--- src/rtl/conv_kernel_scheduler.sv ---
// Per-layer sequencer for conv2d: per kernel, load it into the kernel BRAM, then run one MAC pass
// per input channel. Optional busy-cycle counter enabled by defining SCHED_PERF_CNT_EN.
module conv_kernel_scheduler #(
`ifdef SCHED_PERF_CNT_EN
    parameter int unsigned PCW = 32,
`endif
    parameter int unsigned CW  = 9
) (
    input  logic           clk,
    input  logic           Reset,
    input  logic           start,
    input  logic [CW-1:0]  cfg_channel_size,
    input  logic [CW-1:0]  cfg_kernel_count,
    input  logic           Kernel_BRAM_IDLE,
    input  logic           last_loading_1ker,
    input  logic           last_channel,
    input  logic           mac_done,
    output logic [CW-1:0]  CHANNEL_SIZE,
    output logic           load_BRAM_dina,
    output logic           update_BRAM_doutb,
    output logic           mac_start,
    output logic [CW-1:0]  kernel_idx,
    output logic [CW-1:0]  channel_idx,
    output logic           busy,
    output logic           done,
`ifdef SCHED_PERF_CNT_EN
    output logic [PCW-1:0] busy_cycles,
`endif
    output logic           cfg_err
);

    typedef enum logic [3:0] {
        StReset, StIdle, StLoadReq, StLoadWait, StMacStart,
        StMacWait, StUpdReq, StUpdWait, StNextKer, StDone
    } state_e;

    state_e        state_q;
    logic [CW-1:0] kcount_q;
    logic          last_seen_q;
    logic          upd_wait_q;
    logic          last_eff;
    logic          cfg_zero;

    assign last_eff = last_seen_q | last_channel;
    assign cfg_zero = (cfg_channel_size == '0) || (cfg_kernel_count == '0);

    // Requests are gated by the live idle flag so they can never reach a busy CU.
    assign load_BRAM_dina    = (state_q == StLoadReq) && Kernel_BRAM_IDLE;
    assign update_BRAM_doutb = (state_q == StUpdReq) && Kernel_BRAM_IDLE;

    always_ff @(posedge clk) begin
        if (!Reset) begin
            state_q      <= StReset;
            kcount_q     <= '0;
            last_seen_q  <= 1'b0;
            upd_wait_q   <= 1'b0;
            CHANNEL_SIZE <= '0;
            mac_start    <= 1'b0;
            kernel_idx   <= '0;
            channel_idx  <= '0;
            busy         <= 1'b0;
            done         <= 1'b0;
            cfg_err      <= 1'b0;
        end else begin
            mac_start <= 1'b0;
            done      <= 1'b0;
            case (state_q)
                StReset: state_q <= StIdle;
                StIdle: begin
                    if (start) begin
                        CHANNEL_SIZE <= cfg_channel_size;
                        kcount_q     <= cfg_kernel_count;
                        kernel_idx   <= '0;
                        channel_idx  <= '0;
                        last_seen_q  <= 1'b0;
                        if (cfg_zero) begin
                            cfg_err <= 1'b1;
                            done    <= 1'b1;
                        end else begin
                            cfg_err <= 1'b0;
                            busy    <= 1'b1;
                            state_q <= StLoadReq;
                        end
                    end
                end
                StLoadReq: begin
                    if (Kernel_BRAM_IDLE) state_q <= StLoadWait;
                end
                StLoadWait: begin
                    if (last_loading_1ker) begin
                        channel_idx <= '0;
                        mac_start   <= 1'b1;
                        state_q     <= StMacStart;
                    end
                end
                StMacStart: state_q <= StMacWait;
                StMacWait: begin
                    if (mac_done) state_q <= StUpdReq;
                end
                StUpdReq: begin
                    if (Kernel_BRAM_IDLE) begin
                        upd_wait_q <= 1'b0;
                        state_q    <= StUpdWait;
                    end
                end
                StUpdWait: begin
                    // First cycle is skipped so the CU has time to drop its idle flag.
                    upd_wait_q <= 1'b1;
                    if (last_channel) last_seen_q <= 1'b1;
                    if (upd_wait_q && Kernel_BRAM_IDLE) begin
                        if (last_eff) begin
                            last_seen_q <= 1'b0;
                            if (channel_idx != CHANNEL_SIZE - CW'(1)) cfg_err <= 1'b1;
                            state_q <= StNextKer;
                        end else begin
                            channel_idx <= channel_idx + CW'(1);
                            mac_start   <= 1'b1;
                            state_q     <= StMacStart;
                        end
                    end
                end
                StNextKer: begin
                    if (kernel_idx == kcount_q - CW'(1)) begin
                        done    <= 1'b1;
                        busy    <= 1'b0;
                        state_q <= StDone;
                    end else begin
                        kernel_idx <= kernel_idx + CW'(1);
                        state_q    <= StLoadReq;
                    end
                end
                StDone:  state_q <= StIdle;
                default: state_q <= StReset;
            endcase
        end
    end

`ifdef SCHED_PERF_CNT_EN
    always_ff @(posedge clk) begin
        if (!Reset) begin
            busy_cycles <= '0;
        end else if (state_q == StIdle && start) begin
            busy_cycles <= '0;
        end else if (busy && !(&busy_cycles)) begin
            busy_cycles <= busy_cycles + PCW'(1);
        end
    end
`endif

endmodule

--- config.mk ---
export PLATFORM = sky130hd
export DESIGN_NAME = conv_kernel_scheduler
export DESIGN_NICKNAME = d
export VERILOG_FILES = /design/src/rtl/conv_kernel_scheduler.sv
export SDC_FILE = /design/constraint.sdc
export NUM_CORES = 1
export LEC_CHECK = 0
export ABC_AREA = 1
export CAP_MARGIN = 20
export CORE_MARGIN = 5
export CORE_UTILIZATION = 48
export CTS_BUF_LIST = sky130_fd_sc_hd__clkbuf_4 sky130_fd_sc_hd__clkbuf_8
export DETAILED_ROUTE_END_ITERATION = 7
export HOLD_SLACK_MARGIN = 0.08
export PLACE_DENSITY = 0.78
export SYNTH_ARGS = -nofsm -noshare
export SYNTH_HDL_FRONTEND = slang
export SYNTH_SLANG_ARGS = --single-unit
--- constraint.sdc ---
create_clock -name clk -period 1.9 [get_ports clk]
set_clock_uncertainty 0.2 [all_clocks]
set_input_delay 0.38 -clock clk [delete_from_list [all_inputs] [get_ports clk]]
set_output_delay 0.38 -clock clk [all_outputs]
set_load 0.01 [all_outputs]
==> impl_metrics.toml <==
[setup_path]
rrSetupSlack_ns = -0.16
crit_top_cell = "nand2_1"
path_class = "reg -> reg"
end_kind = "register"
startpoint_type = "register"
crit_fanout = 4
path_cells = "inv_2, ha_4, nand2_1, nor2_2, inv_1, nand3_1, nand2_1, nor2_2, buf_4, nand4_1, nand3_1, nand2_1, a21oi_1"
path_buf_inv = 3
cpPeakStageDelay_ns = 0.33
crit_slowest_cell = "dfxtp_2"
arrival_ns = 2.10
critical_path.top_delay_family = "simple AND/OR/NAND/NOR gates"
crit_required_ns = 1.94

[route]
drt_iter0_drc = 158
drc = 0
ant_nets = 0
wl_per_cell_um = 14.5
vias = 3125
dr.pass1.iters = 4
totalWireLength_mm = 8.73
viasPerCell = 5.20

[job]
maxCapViolCount = 0

[final_layout]
final_layout_size_suffix_gt1_share_pct = 31.9
antenna_cells = 0
final_util_pct = 72.8
num-fill-cells = 457
area_growth_pct = 49.4
nets = 554

[power_and_ir_drop]
leakage_nw = 1.89
ir_drop_uv = 650
p_per_area_nw_per_um2 = 1130
totalPowerFinal_w = 0.00482

[global_route]
grt_use_total_pct = 22.6
grt_max_degree = 30
grt_overflow = 0
antenna_found_initial = 0
grt_pass1_vias = 3084
grt_pass1_wl_mm = 13.9

[logic_synthesis]
yosys_warnings = 0
ys_types = 37
synthArstFlopShare_pct = 0
syn_inst = 419
syn-num-nets = 448
synth_flop_cell = "dfxtp_1"
syn_avg_cell_area_um2 = 6.80
ys_seq_area_share_pct = 32.3
synth_seq_cells = 46
synth_edf_count = 0
synth.cell_area_um2 = 2850

[timing]
max_freq_mhz = 486
maxSlewViolCount = 0
rsz0062_at_grt = "yes"
layout_setup_ws_ns = -0.158
worst_pin_slew_ns = 0.446
setup_violations = 15
final.setup.tns_ns = -1.59
period_needed_ns = 2.06
slew_headroom_pct = 70.3
hold_viol_final = 0
fin_crit_sh_pct = 108

[cts]
clk_pin_slew_worst_paths_ns = 0.09
hold_buffers = 0
worstSkewPairLatency_ns = 0.31
cts-htree-levels = 2
cts_sinks = 46
cts_tree = "built"
clock-root-buffer = "clkbuf_8"
cts_made_buffers = 5
clk_path_buf_depth = 2

[placed_design]
port_buffers = 57
post-dp-hpwl_mm = 5.99
dp_slack_ns = -0.531
place_congestion = 0.855

[floorplanning]
die_h_um = 87.1
ios = 58
fp-row-count = 28
die_x_um = 87.1
initial_core_util_pct = 48.7
die_area_um2 = 7580
core_area_um2 = 5850

[outcome]
outcome = "finished, violations left"
violations = "negative setup slack"

[hold_path]
hp-class = "in -> reg"
==> cells in the final DEF, fill, tap and decap left out, types with 6 or more instances in the layout <==
cell type / netlist / final
nand3_1: 30 / 22
nand4_1: 7 / 7
clkdlybuf4s50_1: 0 / 45
xnor2_1: 10 / 10
nand2_1: 77 / 64
o21ai_0: 24 / 24
nand3_2: 2 / 10
nor3_1: 7 / 6
dfxtp_2: 0 / 19
nor2_1: 60 / 56
nor2_2: 7 / 9
inv_2: 11 / 13
inv_1: 37 / 33
a21oi_1: 37 / 30
buf_4: 0 / 44
nand2_4: 2 / 7
nand2_2: 9 / 16
a21oi_2: 0 / 7
dlygate4sd2_1: 0 / 6
dfxtp_1: 46 / 23
xor2_1: 15 / 15
==> power by group <==
| group | switching (W) | total, W | internal, W |
|---|---|---|---|
| combinational | 0.00152 | 0.00274 | 0.00122 |
| sequential | 0.000181 | 0.00132 | 0.00114 |
| clock | 0.000370 | 0.000758 | 0.000388 |
==> sequential cells by signal (all words and copies together), names as in the netlist <==
signal,count
CHANNEL_SIZE,9
channel_idx,9
kcount_q,9
kernel_idx,9
state_q,4
busy,1
cfg_err,1
done,1
last_seen_q,1
mac_start,1
upd_wait_q,1
==> final cells by class <==
class	count	area, µm²	share of cell area [%]
multi-input cells	314	1910	44.9
repair buffers	108	990	23.2
flip-flops and latches	46	960	22.5
inverters	50	193	4.53
well taps	75	93.8	2.20
clock buffers	5	68.8	1.62
clock inverters	3	40.0	0.940
==> routing by layer <==
metal  wire length (µm)  track usage (%)  up-vias
met4                231             8.36        0
met2               4410             38.2       86
met3                398             4.54       24
met5                  0                0        -
met1               3690             28.4     1455
li1                   -                -     1560
==> per-stage QoR <==
step / cell area [µm²] / hold slack, ns / instances
after floorplan: 2870 / 0.263 / 419
final: 4260 / 0.214 / 601
after global routing: 4260 / 0.249 / 601
after global placement: 3830 / 0.275 / 584
after CTS: 4080 / 0.301 / 596
after detailed placement: 3830 / 0.289 / 584
==> worst paths after layout <==
check                      start          end  depth (start not counted)
min reg2reg          kcount_q[4]  kcount_q[4]                          2
max                  kcount_q[0]   state_q[0]                         13
min          cfg_kernel_count[1]  kcount_q[1]                          3
max reg2reg          kcount_q[0]   state_q[0]                         13
==> cells in the mapped netlist, types with 2 or more instances <==
cell / n / area, µm²
nand2_1: 77 / 289
nor2_1: 60 / 225
dfxtp_1: 46 / 921
a21oi_1: 37 / 185
inv_1: 37 / 139
nand3_1: 30 / 150
o21ai_0: 24 / 120
xor2_1: 15 / 131
inv_2: 11 / 41.3
xnor2_1: 10 / 87.6
nand2_2: 9 / 56.3
nand4_1: 7 / 43.8
nor2_2: 7 / 43.8
nor3_1: 7 / 35.0
buf_2: 4 / 20.0
clkbuf_1: 4 / 15.0
ha_1: 4 / 50.1
nor2_4: 3 / 33.8
nor3_2: 3 / 30.0
o21ai_1: 3 / 15.0
clkinv_1: 2 / 7.51
nand2_4: 2 / 22.5
nand3_2: 2 / 20.0
nor2_8: 2 / 40.0
==> worst register-to-register path, stage by stage (launching register included) <==
cell	delay, ns
dfxtp_2	0.33
inv_2	0.07
ha_4	0.15
nand2_1	0.08
nor2_2	0.14
inv_1	0.09
nand3_1	0.08
nand2_1	0.07
nor2_2	0.14
buf_4	0.13
nand4_1	0.19
nand3_1	0.14
nand2_1	0.06
a21oi_1	0.11
==> what timing repair did <==
action                                  in CTS  in global routing
setup buffers                                4                  5
resized for setup                           46                 55
cloned                                       0                  0
pin swaps                                   23                 22
endpoints found under the setup margin      34                 45
==> logic make-up after synthesis <==
group	share of synthesized area, %
and+or+nand+nor	36.1
AOI/OAI and AO/OA	14.0
buffers and inverters	8.21
DFF	32.3
xor gates and xnor gates	7.68
adders and majority gates	1.76
No activity file was read; power rests on OpenSTA's default activity.
